[src/rtl/stack_ctrl_pkg.sv]
// Shared definitions for the stack sequencer: widths, operation codes, FSM state
// encoding and the decode from an accepted op_code to its first working state.
package stack_ctrl_pkg;

  localparam int DW_DEF     = 8;
  localparam int FLAG_W_DEF = 4;
  localparam int SP_IDX     = 3;

  typedef enum logic [2:0] {
    OP_PUSH = 3'd0,
    OP_POP  = 3'd1,
    OP_CALL = 3'd2,
    OP_RET  = 3'd3,
    OP_INT  = 3'd4,
    OP_RTI  = 3'd5
  } op_code_e;

  typedef enum logic [3:0] {
    S_IDLE,
    S_PUSH,
    S_POP_RD,
    S_POP_WB,
    S_CALL,
    S_RET_RD,
    S_RET_WB,
    S_INT_PC,
    S_INT_FL,
    S_RTI_FL,
    S_RTI_PC,
    S_RTI_WB,
    S_BAD
  } state_e;

  function automatic state_e first_state(input logic [2:0] code);
    state_e s;
    case (code)
      OP_PUSH: s = S_PUSH;
      OP_POP:  s = S_POP_RD;
      OP_CALL: s = S_CALL;
      OP_RET:  s = S_RET_RD;
      OP_INT:  s = S_INT_PC;
      OP_RTI:  s = S_RTI_FL;
      default: s = S_BAD;
    endcase
    return s;
  endfunction

endpackage

[src/rtl/stack_ctrl_if.sv]
// Bundle of every non-clock signal between the stack sequencer and its neighbours
// (decode stage, register file, data memory, PC/CCR). slave = the sequencer.
interface stack_ctrl_if #(
  parameter int DW     = 8,
  parameter int FLAG_W = 4
);
  logic              op_valid;
  logic              op_ready;
  logic [2:0]        op_code;
  logic [1:0]        op_reg;
  logic [DW-1:0]     op_pc;
  logic [DW-1:0]     op_target;
  logic [FLAG_W-1:0] flags_in;
  logic [DW-1:0]     sp_in;
  logic [1:0]        rf_rd_addr;
  logic [DW-1:0]     rf_rd_data;
  logic              rf_we;
  logic [1:0]        rf_wr_addr;
  logic [DW-1:0]     rf_wr_data;
  logic              sp_inc;
  logic              sp_dec;
  logic [DW-1:0]     mem_addr;
  logic [DW-1:0]     mem_wdata;
  logic              mem_we;
  logic              mem_re;
  logic [DW-1:0]     mem_rdata;
  logic              pc_load;
  logic [DW-1:0]     pc_out;
  logic              flags_load;
  logic [FLAG_W-1:0] flags_out;
  logic              done;
  logic              stk_err;

  modport master (
    output op_valid, op_code, op_reg, op_pc, op_target, flags_in,
    output sp_in, rf_rd_data, mem_rdata,
    input  op_ready, rf_rd_addr, rf_we, rf_wr_addr, rf_wr_data, sp_inc, sp_dec,
    input  mem_addr, mem_wdata, mem_we, mem_re, pc_load, pc_out,
    input  flags_load, flags_out, done, stk_err
  );

  modport slave (
    input  op_valid, op_code, op_reg, op_pc, op_target, flags_in,
    input  sp_in, rf_rd_data, mem_rdata,
    output op_ready, rf_rd_addr, rf_we, rf_wr_addr, rf_wr_data, sp_inc, sp_dec,
    output mem_addr, mem_wdata, mem_we, mem_re, pc_load, pc_out,
    output flags_load, flags_out, done, stk_err
  );

endinterface

[src/rtl/stack_ctrl.sv]
// Multi-cycle sequencer for PUSH/POP/CALL/RET/INT/RTI. One FSM; every output is a
// combinational decode of the current state, the latched request and SP/memory data.
module stack_ctrl
  import stack_ctrl_pkg::*;
#(
  parameter int DW     = DW_DEF,
  parameter int FLAG_W = FLAG_W_DEF
) (
  input logic          clk,
  input logic          rst,
  stack_ctrl_if.slave  bus
);

  state_e            state_q,  state_d;
  logic [1:0]        reg_q,    reg_d;
  logic [DW-1:0]     pc_q,     pc_d;
  logic [DW-1:0]     target_q, target_d;
  logic [FLAG_W-1:0] flags_q,  flags_d;

  logic [DW-1:0] sp_plus1;
  logic          sp_at_min;
  logic          sp_at_max;

  // Pops address the slot above SP; the register file bumps SP at the same edge.
  assign sp_plus1  = bus.sp_in + DW'(1);
  assign sp_at_min = (bus.sp_in == '0);
  assign sp_at_max = &bus.sp_in;

  always_comb begin
    state_d  = state_q;
    reg_d    = reg_q;
    pc_d     = pc_q;
    target_d = target_q;
    flags_d  = flags_q;
    case (state_q)
      S_IDLE: begin
        if (bus.op_valid) begin
          state_d  = first_state(bus.op_code);
          reg_d    = bus.op_reg;
          pc_d     = bus.op_pc;
          target_d = bus.op_target;
          flags_d  = bus.flags_in;
        end
      end
      S_POP_RD: state_d = S_POP_WB;
      S_RET_RD: state_d = S_RET_WB;
      S_INT_PC: state_d = S_INT_FL;
      S_RTI_FL: state_d = S_RTI_PC;
      S_RTI_PC: state_d = S_RTI_WB;
      default:  state_d = S_IDLE;
    endcase
  end

  // NOTE: sequential state uses <= so every flop samples pre-edge values; the
  // reset branch sits inside the clocked block, making it synchronous.
  always_ff @(posedge clk) begin
    if (!rst) begin
      state_q  <= S_IDLE;
      reg_q    <= '0;
      pc_q     <= '0;
      target_q <= '0;
      flags_q  <= '0;
    end else begin
      state_q  <= state_d;
      reg_q    <= reg_d;
      pc_q     <= pc_d;
      target_q <= target_d;
      flags_q  <= flags_d;
    end
  end

  // NOTE: every output gets a default before the case, so no state can infer a latch.
  always_comb begin
    bus.op_ready   = 1'b0;
    bus.rf_rd_addr = '0;
    bus.rf_we      = 1'b0;
    bus.rf_wr_addr = '0;
    bus.rf_wr_data = '0;
    bus.sp_inc     = 1'b0;
    bus.sp_dec     = 1'b0;
    bus.mem_addr   = '0;
    bus.mem_wdata  = '0;
    bus.mem_we     = 1'b0;
    bus.mem_re     = 1'b0;
    bus.pc_load    = 1'b0;
    bus.pc_out     = '0;
    bus.flags_load = 1'b0;
    bus.flags_out  = '0;
    bus.done       = 1'b0;
    bus.stk_err    = 1'b0;
    case (state_q)
      S_IDLE: bus.op_ready = 1'b1;
      S_PUSH: begin
        bus.rf_rd_addr = reg_q;
        bus.mem_we     = 1'b1;
        bus.mem_addr   = bus.sp_in;
        bus.mem_wdata  = bus.rf_rd_data;
        bus.sp_dec     = 1'b1;
        bus.stk_err    = sp_at_min;
        bus.done       = 1'b1;
      end
      S_POP_RD, S_RET_RD, S_RTI_FL: begin
        bus.mem_re   = 1'b1;
        bus.mem_addr = sp_plus1;
        bus.sp_inc   = 1'b1;
        bus.stk_err  = sp_at_max;
      end
      S_POP_WB: begin
        bus.rf_we      = 1'b1;
        bus.rf_wr_addr = reg_q;
        bus.rf_wr_data = bus.mem_rdata;
        bus.done       = 1'b1;
      end
      S_CALL: begin
        bus.mem_we    = 1'b1;
        bus.mem_addr  = bus.sp_in;
        bus.mem_wdata = pc_q;
        bus.sp_dec    = 1'b1;
        bus.stk_err   = sp_at_min;
        bus.pc_load   = 1'b1;
        bus.pc_out    = target_q;
        bus.done      = 1'b1;
      end
      S_RET_WB, S_RTI_WB: begin
        bus.pc_load = 1'b1;
        bus.pc_out  = bus.mem_rdata;
        bus.done    = 1'b1;
      end
      S_INT_PC: begin
        bus.mem_we    = 1'b1;
        bus.mem_addr  = bus.sp_in;
        bus.mem_wdata = pc_q;
        bus.sp_dec    = 1'b1;
        bus.stk_err   = sp_at_min;
      end
      S_INT_FL: begin
        // sp_in already reflects the decrement issued for the PC push.
        bus.mem_we    = 1'b1;
        bus.mem_addr  = bus.sp_in;
        bus.mem_wdata = {{(DW-FLAG_W){1'b0}}, flags_q};
        bus.sp_dec    = 1'b1;
        bus.stk_err   = sp_at_min;
        bus.pc_load   = 1'b1;
        bus.pc_out    = target_q;
        bus.done      = 1'b1;
      end
      S_RTI_PC: begin
        bus.flags_load = 1'b1;
        bus.flags_out  = bus.mem_rdata[FLAG_W-1:0];
        bus.mem_re     = 1'b1;
        bus.mem_addr   = sp_plus1;
        bus.sp_inc     = 1'b1;
        bus.stk_err    = sp_at_max;
      end
      S_BAD: bus.done = 1'b1;
      default: ;
    endcase
  end

endmodule

[src/flat_wrapper.sv]
// flat-port wrapper written by rule: the top's interface ports become plain ports
module stack_ctrl_flat import stack_ctrl_pkg::*;
#(
  parameter int DW     = DW_DEF,
  parameter int FLAG_W = FLAG_W_DEF
)
  (clk, rst, bus_op_valid, bus_op_code, bus_op_reg, bus_op_pc, bus_op_target, bus_flags_in, bus_sp_in, bus_rf_rd_data, bus_mem_rdata, bus_op_ready, bus_rf_rd_addr, bus_rf_we, bus_rf_wr_addr, bus_rf_wr_data, bus_sp_inc, bus_sp_dec, bus_mem_addr, bus_mem_wdata, bus_mem_we, bus_mem_re, bus_pc_load, bus_pc_out, bus_flags_load, bus_flags_out, bus_done, bus_stk_err);
  stack_ctrl_if #(.DW(DW), .FLAG_W(FLAG_W)) bus_i ();
  input logic clk;
  input logic rst;
  input wire logic [$bits(bus_i.op_valid)-1:0] bus_op_valid;
  input wire logic [$bits(bus_i.op_code)-1:0] bus_op_code;
  input wire logic [$bits(bus_i.op_reg)-1:0] bus_op_reg;
  input wire logic [$bits(bus_i.op_pc)-1:0] bus_op_pc;
  input wire logic [$bits(bus_i.op_target)-1:0] bus_op_target;
  input wire logic [$bits(bus_i.flags_in)-1:0] bus_flags_in;
  input wire logic [$bits(bus_i.sp_in)-1:0] bus_sp_in;
  input wire logic [$bits(bus_i.rf_rd_data)-1:0] bus_rf_rd_data;
  input wire logic [$bits(bus_i.mem_rdata)-1:0] bus_mem_rdata;
  output wire logic [$bits(bus_i.op_ready)-1:0] bus_op_ready;
  output wire logic [$bits(bus_i.rf_rd_addr)-1:0] bus_rf_rd_addr;
  output wire logic [$bits(bus_i.rf_we)-1:0] bus_rf_we;
  output wire logic [$bits(bus_i.rf_wr_addr)-1:0] bus_rf_wr_addr;
  output wire logic [$bits(bus_i.rf_wr_data)-1:0] bus_rf_wr_data;
  output wire logic [$bits(bus_i.sp_inc)-1:0] bus_sp_inc;
  output wire logic [$bits(bus_i.sp_dec)-1:0] bus_sp_dec;
  output wire logic [$bits(bus_i.mem_addr)-1:0] bus_mem_addr;
  output wire logic [$bits(bus_i.mem_wdata)-1:0] bus_mem_wdata;
  output wire logic [$bits(bus_i.mem_we)-1:0] bus_mem_we;
  output wire logic [$bits(bus_i.mem_re)-1:0] bus_mem_re;
  output wire logic [$bits(bus_i.pc_load)-1:0] bus_pc_load;
  output wire logic [$bits(bus_i.pc_out)-1:0] bus_pc_out;
  output wire logic [$bits(bus_i.flags_load)-1:0] bus_flags_load;
  output wire logic [$bits(bus_i.flags_out)-1:0] bus_flags_out;
  output wire logic [$bits(bus_i.done)-1:0] bus_done;
  output wire logic [$bits(bus_i.stk_err)-1:0] bus_stk_err;
  assign bus_i.op_valid = bus_op_valid;
  assign bus_i.op_code = bus_op_code;
  assign bus_i.op_reg = bus_op_reg;
  assign bus_i.op_pc = bus_op_pc;
  assign bus_i.op_target = bus_op_target;
  assign bus_i.flags_in = bus_flags_in;
  assign bus_i.sp_in = bus_sp_in;
  assign bus_i.rf_rd_data = bus_rf_rd_data;
  assign bus_i.mem_rdata = bus_mem_rdata;
  assign bus_op_ready = bus_i.op_ready;
  assign bus_rf_rd_addr = bus_i.rf_rd_addr;
  assign bus_rf_we = bus_i.rf_we;
  assign bus_rf_wr_addr = bus_i.rf_wr_addr;
  assign bus_rf_wr_data = bus_i.rf_wr_data;
  assign bus_sp_inc = bus_i.sp_inc;
  assign bus_sp_dec = bus_i.sp_dec;
  assign bus_mem_addr = bus_i.mem_addr;
  assign bus_mem_wdata = bus_i.mem_wdata;
  assign bus_mem_we = bus_i.mem_we;
  assign bus_mem_re = bus_i.mem_re;
  assign bus_pc_load = bus_i.pc_load;
  assign bus_pc_out = bus_i.pc_out;
  assign bus_flags_load = bus_i.flags_load;
  assign bus_flags_out = bus_i.flags_out;
  assign bus_done = bus_i.done;
  assign bus_stk_err = bus_i.stk_err;
  stack_ctrl #(.DW(DW), .FLAG_W(FLAG_W)) u_core (.clk(clk), .rst(rst), .bus(bus_i));
endmodule
[config.mk]
export PLATFORM = sky130hd
export DESIGN_NAME = stack_ctrl_flat
export DESIGN_NICKNAME = d
export VERILOG_FILES = /design/src/rtl/stack_ctrl_pkg.sv /design/src/rtl/stack_ctrl_if.sv /design/src/rtl/stack_ctrl.sv /design/src/flat_wrapper.sv
export SDC_FILE = /design/constraint.sdc
export NUM_CORES = 1
export LEC_CHECK = 0
export BUFFER_PORTS_ARGS = -buffer_cell sky130_fd_sc_hd__clkbuf_2
export CAP_MARGIN = 20
export CORE_MARGIN = 5
export CORE_UTILIZATION = 35
export DETAILED_ROUTE_END_ITERATION = 7
export MAX_ROUTING_LAYER = met4
export PLACE_DENSITY = 0.67
export RECOVER_POWER = 100
export SLEW_MARGIN = 20
export SYNTH_ARGS = -nofsm -noshare
export SYNTH_HDL_FRONTEND = slang
export SYNTH_SLANG_ARGS = --single-unit
export TNS_END_PERCENT = 100
[constraint.sdc]
create_clock -name clk -period 1.3 [get_ports clk]
set_input_delay 0.065 -clock clk [delete_from_list [all_inputs] [get_ports clk]]
set_output_delay 0.065 -clock clk [all_outputs]
set_load 0.02 [all_outputs]
Word-level counts from Yosys, hierarchy flattened --
Index checks and enable logic that the tools add are counted.
Word-level totals: bits in registers 26, latch bits 0, bits in read-only memories 0, word-level logic and storage cells 54, bits in writable memories 0, output and inout bits 50, memories kept 0
Cells by class: add/sub/neg operators 1, multipliers 0, shift-type cells 0, equality and inequality tests 18, bitwise gates (word level) 0, reduce and logical (&&, ||, !) cells 12, muxes and demuxes 18, div/mod/pow operators 0, $lt $le $gt $ge 0
Operators by type and width (number):
- $pmux 4 s6 | 2
- $pmux 8 s2 | 2
- $pmux 8 s3 | 1
- $eq 4x4->1 const B | 5
- $eq 4x3->1 const B | 4
- $reduce_or 4->1 | 3
- $add 8x1->8 const B | 1
- $eq 4x2->1 const B | 2
- $logic_not 8->1 | 1
- $mux 4 | 2
- $mux 8 | 1
- $reduce_and 8->1 | 1
- $mux 1 | 7
- $reduce_or 7->1 | 1
- $eq 3x2->1 const B | 2
- $eq 3x3->1 const B | 2
- $reduce_or 2->1 | 3
- $eq 4x1->1 const B | 1
- $logic_not 4->1 | 1
- $mux 2 | 2
- $eq 3x1->1 const B | 1
- $logic_not 3->1 | 1
- $ne 2x2->1 const B | 1
- $pmux 1 s2 | 1
- $reduce_and 2->1 | 1

Logic depth before layout (Yosys ltp) --
depth after elaboration 4, depth in mapped cells 6

Worst setup path before layout --
No wires, ideal clock.
kind register -> output, from reg u_core.state_q[2], to out bus_mem_addr[4], arrival 1.585 ns, cell stages (with the launch flop) 7, buffers on the path 2, setup slack -0.350 ns, cell sequence dfxtp_1 > buf_4 > nand2b_1 > o22ai_2 > buf_4 > nand2_1 > a31oi_1
Between the ends: cells in the longest elaborated chain, start to end 3, elaborated cells on any way between the ends 11, classes of those cells eq/ne (8); mux (1); reduce/logical (2)
Ends and longest elaborated chain:
- start, declared | RTL line stack_ctrl.sv:14 | state_e state_q, state_d;
- start signal, assigned | RTL line stack_ctrl.sv:64 | state_q <= state_d;
- $eq 4x2->1, or another cell as far along | RTL line stack_ctrl.sv:91 | case (state_q)
- $reduce_or 4->1 (no source line)
- $pmux 8 s2 (*) | RTL line stack_ctrl.sv:91
- end, declared | RTL line flat_wrapper.sv:27 | output wire logic [$bits(bus_i.mem_addr)-1:0] bus_mem_addr;
Mark *: on every way between the ends. The rest lies on a longest branch, timed or not.

Worst setup path after layout --
from reg u_core.state_q[1], to out bus_mem_wdata[0]
Between the ends: cells in the longest elaborated chain, start to end 3, elaborated cells on any way between the ends 6, classes of those cells eq/ne (4); mux (1); reduce/logical (1)
Ends and longest elaborated chain:
- $eq 4x3->1 | RTL line stack_ctrl.sv:91
- $reduce_or 2->1 (no source line)
- $pmux 8 s3 (*) | RTL line stack_ctrl.sv:91
- end, declared | RTL line flat_wrapper.sv:28 | output wire logic [$bits(bus_i.mem_wdata)-1:0] bus_mem_wdata;
Marks and branches as above.

==> summary.md <==
| Metric | Value |
|---|---|
| Outcome | finished with violations |
| Failing checks | setup timing |
| Post-synthesis area per instance | roughly 7.4 um^2 |
| Worst EP arrival | roughly 1800 ps |
| Max Cap Viol | 0 |
| Clock Root Buffer | clkbuf_8 |
| Metal3 WL | approximately 600 um |
| Total leakage power | 1.846 nW |
| Worst slew pin tran | between 300 and 400 ps |
| DR pass1 iterations | 5 |
| CTS tree | done |
| Critical path class | flip-flop to output pin |
| Num rows | 27 |
| Post-placement worst setup slack | -323.2 ps |
| Number of H-tree levels | 1 |
| Maximum VDD drop | roughly 0.66 mV |
| Initial antenna violation count | 0 |
| Wire per inst | roughly 19 um |
| CTS buffer count | 3 |
| Final #Nets | 475 |
| Syn_nets | roughly 310 |
| Most common cell after layout, fill and taps aside | clkbuf_2 |
| Die X-Extent | between 80 and 90 um |
| Tot GR Track Use | 21.74% |
| Share of layout cells above drive strength 1 | 69.52% |
| Hold Vio Cnt, Final | 0 |
| Most used DFF post-synth | dfxtp_1 |
| M1 wire length | between 3 and 4 mm |
| Vias in the first global route | around 2600 |
| Clk_skew | roughly 1.3 ps |
| Post-synth EDFFs | 0 |
| Max stage delay cell, worst path | dfxtp_4 |
| Final Power | ~0.0039 W |
| Non-Filler Instances | ~500 |
| Post-synthesis register bit count | 26 |
| Core area | between 5000 and 6000 um^2 |
| Unique masters post-synth | 46 |
| WL met2 | ~5 mm |
| Max Fclk | about 550 MHz |
| Placed Instances | ~450 |
| Syn Std Cell Area | between 1500 and 2000 um^2 |
| CTS sink cnt | 26 |
| Vias per cell | 5.350 |
| Mapped Cells | approximately 260 |
| Initial Utilization | between 30% and 40% |
| RSZ-0062 raised after global routing | true |
| Slew Limit Fails | 0 |
| Top Metal Used | met4 |
| Clock-pin slew on the worst setup and hold paths | 90 ps |
| Sequential fraction of the synthesis area | 27.12% |
| IO Port Bufs | roughly 100 |
| Async set-or-reset flop fraction in the synthesized netlist | 0% |
| Max_slew headroom | 74.88% |
| Overflow after GRT | 0 |
| Synthesis warning total | 0 |
| IO Pins | 102 |
| Worst Setup Slack, final | -526.2 ps |
| Crit-path cells | buf_6 -> xor2_4 -> nor3b_4 -> buf_6 -> a222oi_1 -> inv_1 -> buf_6 |
| Cell area after layout | about 4300 um^2 |
| Pwr dens | between 900 and 1000 nW/um^2 |
| CTS max path bufs | 2 |
| Skew-Pair Late Insertion Delay | ~270 ps |
| Layout area overhead | 122.9% |
| Cell mode on critical path | buf_6 |
| ANT nets after route | 0 |
| Fill cells | ~320 |
| RePlAce Congestion | approximately 0.86 |
| DRC viols | 0 |
| Full die area | approximately 7100 um^2 |
| CP Capture Type | output pin |
| Crit-path max FO | 5 |
| DP HPWL | 4.763 mm |
| Total wire length | 9.235 mm |
| CP max stage delay | roughly 420 ps |
| Diodes inserted | 0 |
| DR iter-0 viols | between 100 and 150 |
| HP Class | primary input to flip-flop |
| Crit path required time | roughly 1200 ps |
| Most frequent cells in the layout | clkbuf_2, buf_6, nand2_1 |
| Final setup fails | 76 |
| DP Area | 2839 um^2 |
| Via count | 2632 |
| Die Y | about 84 um |
| Crit start category | flip-flop |
| Final hold slack | slightly below 3 ps |
| Final period utilization | 140.5% |
| Global-route wire length before repair | roughly 13 mm |
| Min Tclk post-route | around 1800 ps |
| Largest net degree at the start of global routing | 23 |
## routing by layer
layer  track usage, %  up-vias
met5                -        -
met4            6.433        0
met3            2.468       26
met2            40.03      132
met1            24.40     1239
li1                 -     1235
## power by group
part           leakage (nW)  total [W]  switching (W)  internal, W
registers             0.216   0.000980      0.0000965     0.000883
clock network        0.0288   0.000532       0.000261     0.000271
logic                  1.60    0.00235        0.00112      0.00123
total                  1.85    0.00386        0.00148      0.00238
## through the flow
stage	util [%]	TNS (ps)
after CTS	70.37	-21680
after global placement	52.52	-12920
after detailed placement	52.52	-13770
after floorplan	-	-8385
final	79.17	-28200
after global routing	79.17	-32440
## area by class of cell
cell class	instances	area, um^2	share of cell area (%)
multi-input combinational	209	1834	42.87
timing repair buffer	173	1734	40.53
sequential	26	535.5	12.51
inverter	8	30.03	0.7018
clock buffer	4	55.05	1.287
tap	72	90.09	2.105
## flip-flops by register name, indices dropped and copies added (netlist names)
name             count
u_core.state_q       4
u_core.flags_q       4
u_core.reg_q         2
u_core.pc_q          8
u_core.target_q      8
## critical path: cells and delay by family (launching register included)
family	cells	cell delay (ps)
buffers and inverters	4	510
AO/OA/AOI/OAI	1	280
flip-flops	1	420
XOR/XNOR	1	190
AND/OR/NAND/NOR	1	80
## cells by family (layout without fill, tap and decap cells)
kind of cell	count (synthesis)	after routing	share of synthesized area, %
multiplexers	1	1	0.5215
buffers and inverters	27	185	7.888
flip-flops	26	26	27.12
adder cells (fa/ha/maj)	2	2	1.304
AND/OR/NAND/NOR	121	124	32.07
XOR/XNOR	5	5	2.282
AO/OA/AOI/OAI	77	77	28.81
## worst paths after layout
kind                                                      from                        endpoint  slack (ps)  depth (start not counted)
worst max-delay path            u_core.state_q[1]$_SDFFE_PN0P_                bus_mem_wdata[0]        -530                          7
worst min-delay path                           bus_flags_in[2]  u_core.flags_q[2]$_SDFFE_PN0P_           3                          3
worst max register to register  u_core.state_q[2]$_SDFFE_PN0P_  u_core.state_q[2]$_SDFFE_PN0P_        -400                          6
worst min register to register  u_core.flags_q[1]$_SDFFE_PN0P_  u_core.flags_q[1]$_SDFFE_PN0P_         460                          2
## Yosys cell counts, types with 2 or more instances
cell type / n / share of area, %
o21ba_2: 2 / 1.0
buf_6: 3 / 1.8
nand2_1: 64 / 13
a22o_1: 5 / 2.3
a222oi_1: 4 / 2.1
nand3_1: 2 / 0.52
nor2b_1: 2 / 0.65
xnor2_1: 3 / 1.4
dfxtp_1: 26 / 27
a21boi_1: 20 / 7.8
buf_2: 4 / 1.0
buf_4: 6 / 2.3
ha_1: 2 / 1.3
nor3_2: 2 / 1.0
a31oi_1: 8 / 2.6
inv_1: 8 / 1.6
a21oi_1: 8 / 2.1
a22oi_1: 7 / 2.7
xor2_1: 2 / 0.91
a21boi_0: 2 / 0.78
nor2_1: 13 / 2.5
o21ai_0: 13 / 3.4
and2_1: 16 / 5.2
clkbuf_1: 6 / 1.2
nor4b_1: 3 / 1.4
nand2b_1: 8 / 2.6
## what timing repair did
action	in CTS	in global routing
pin swaps	17	45
setup buffers	22	17
hold buffers	0	0
cloned	2	4
setup endpoints to repair	76	76
resized for setup	174	120
Power figures use the tool's default switching activity.
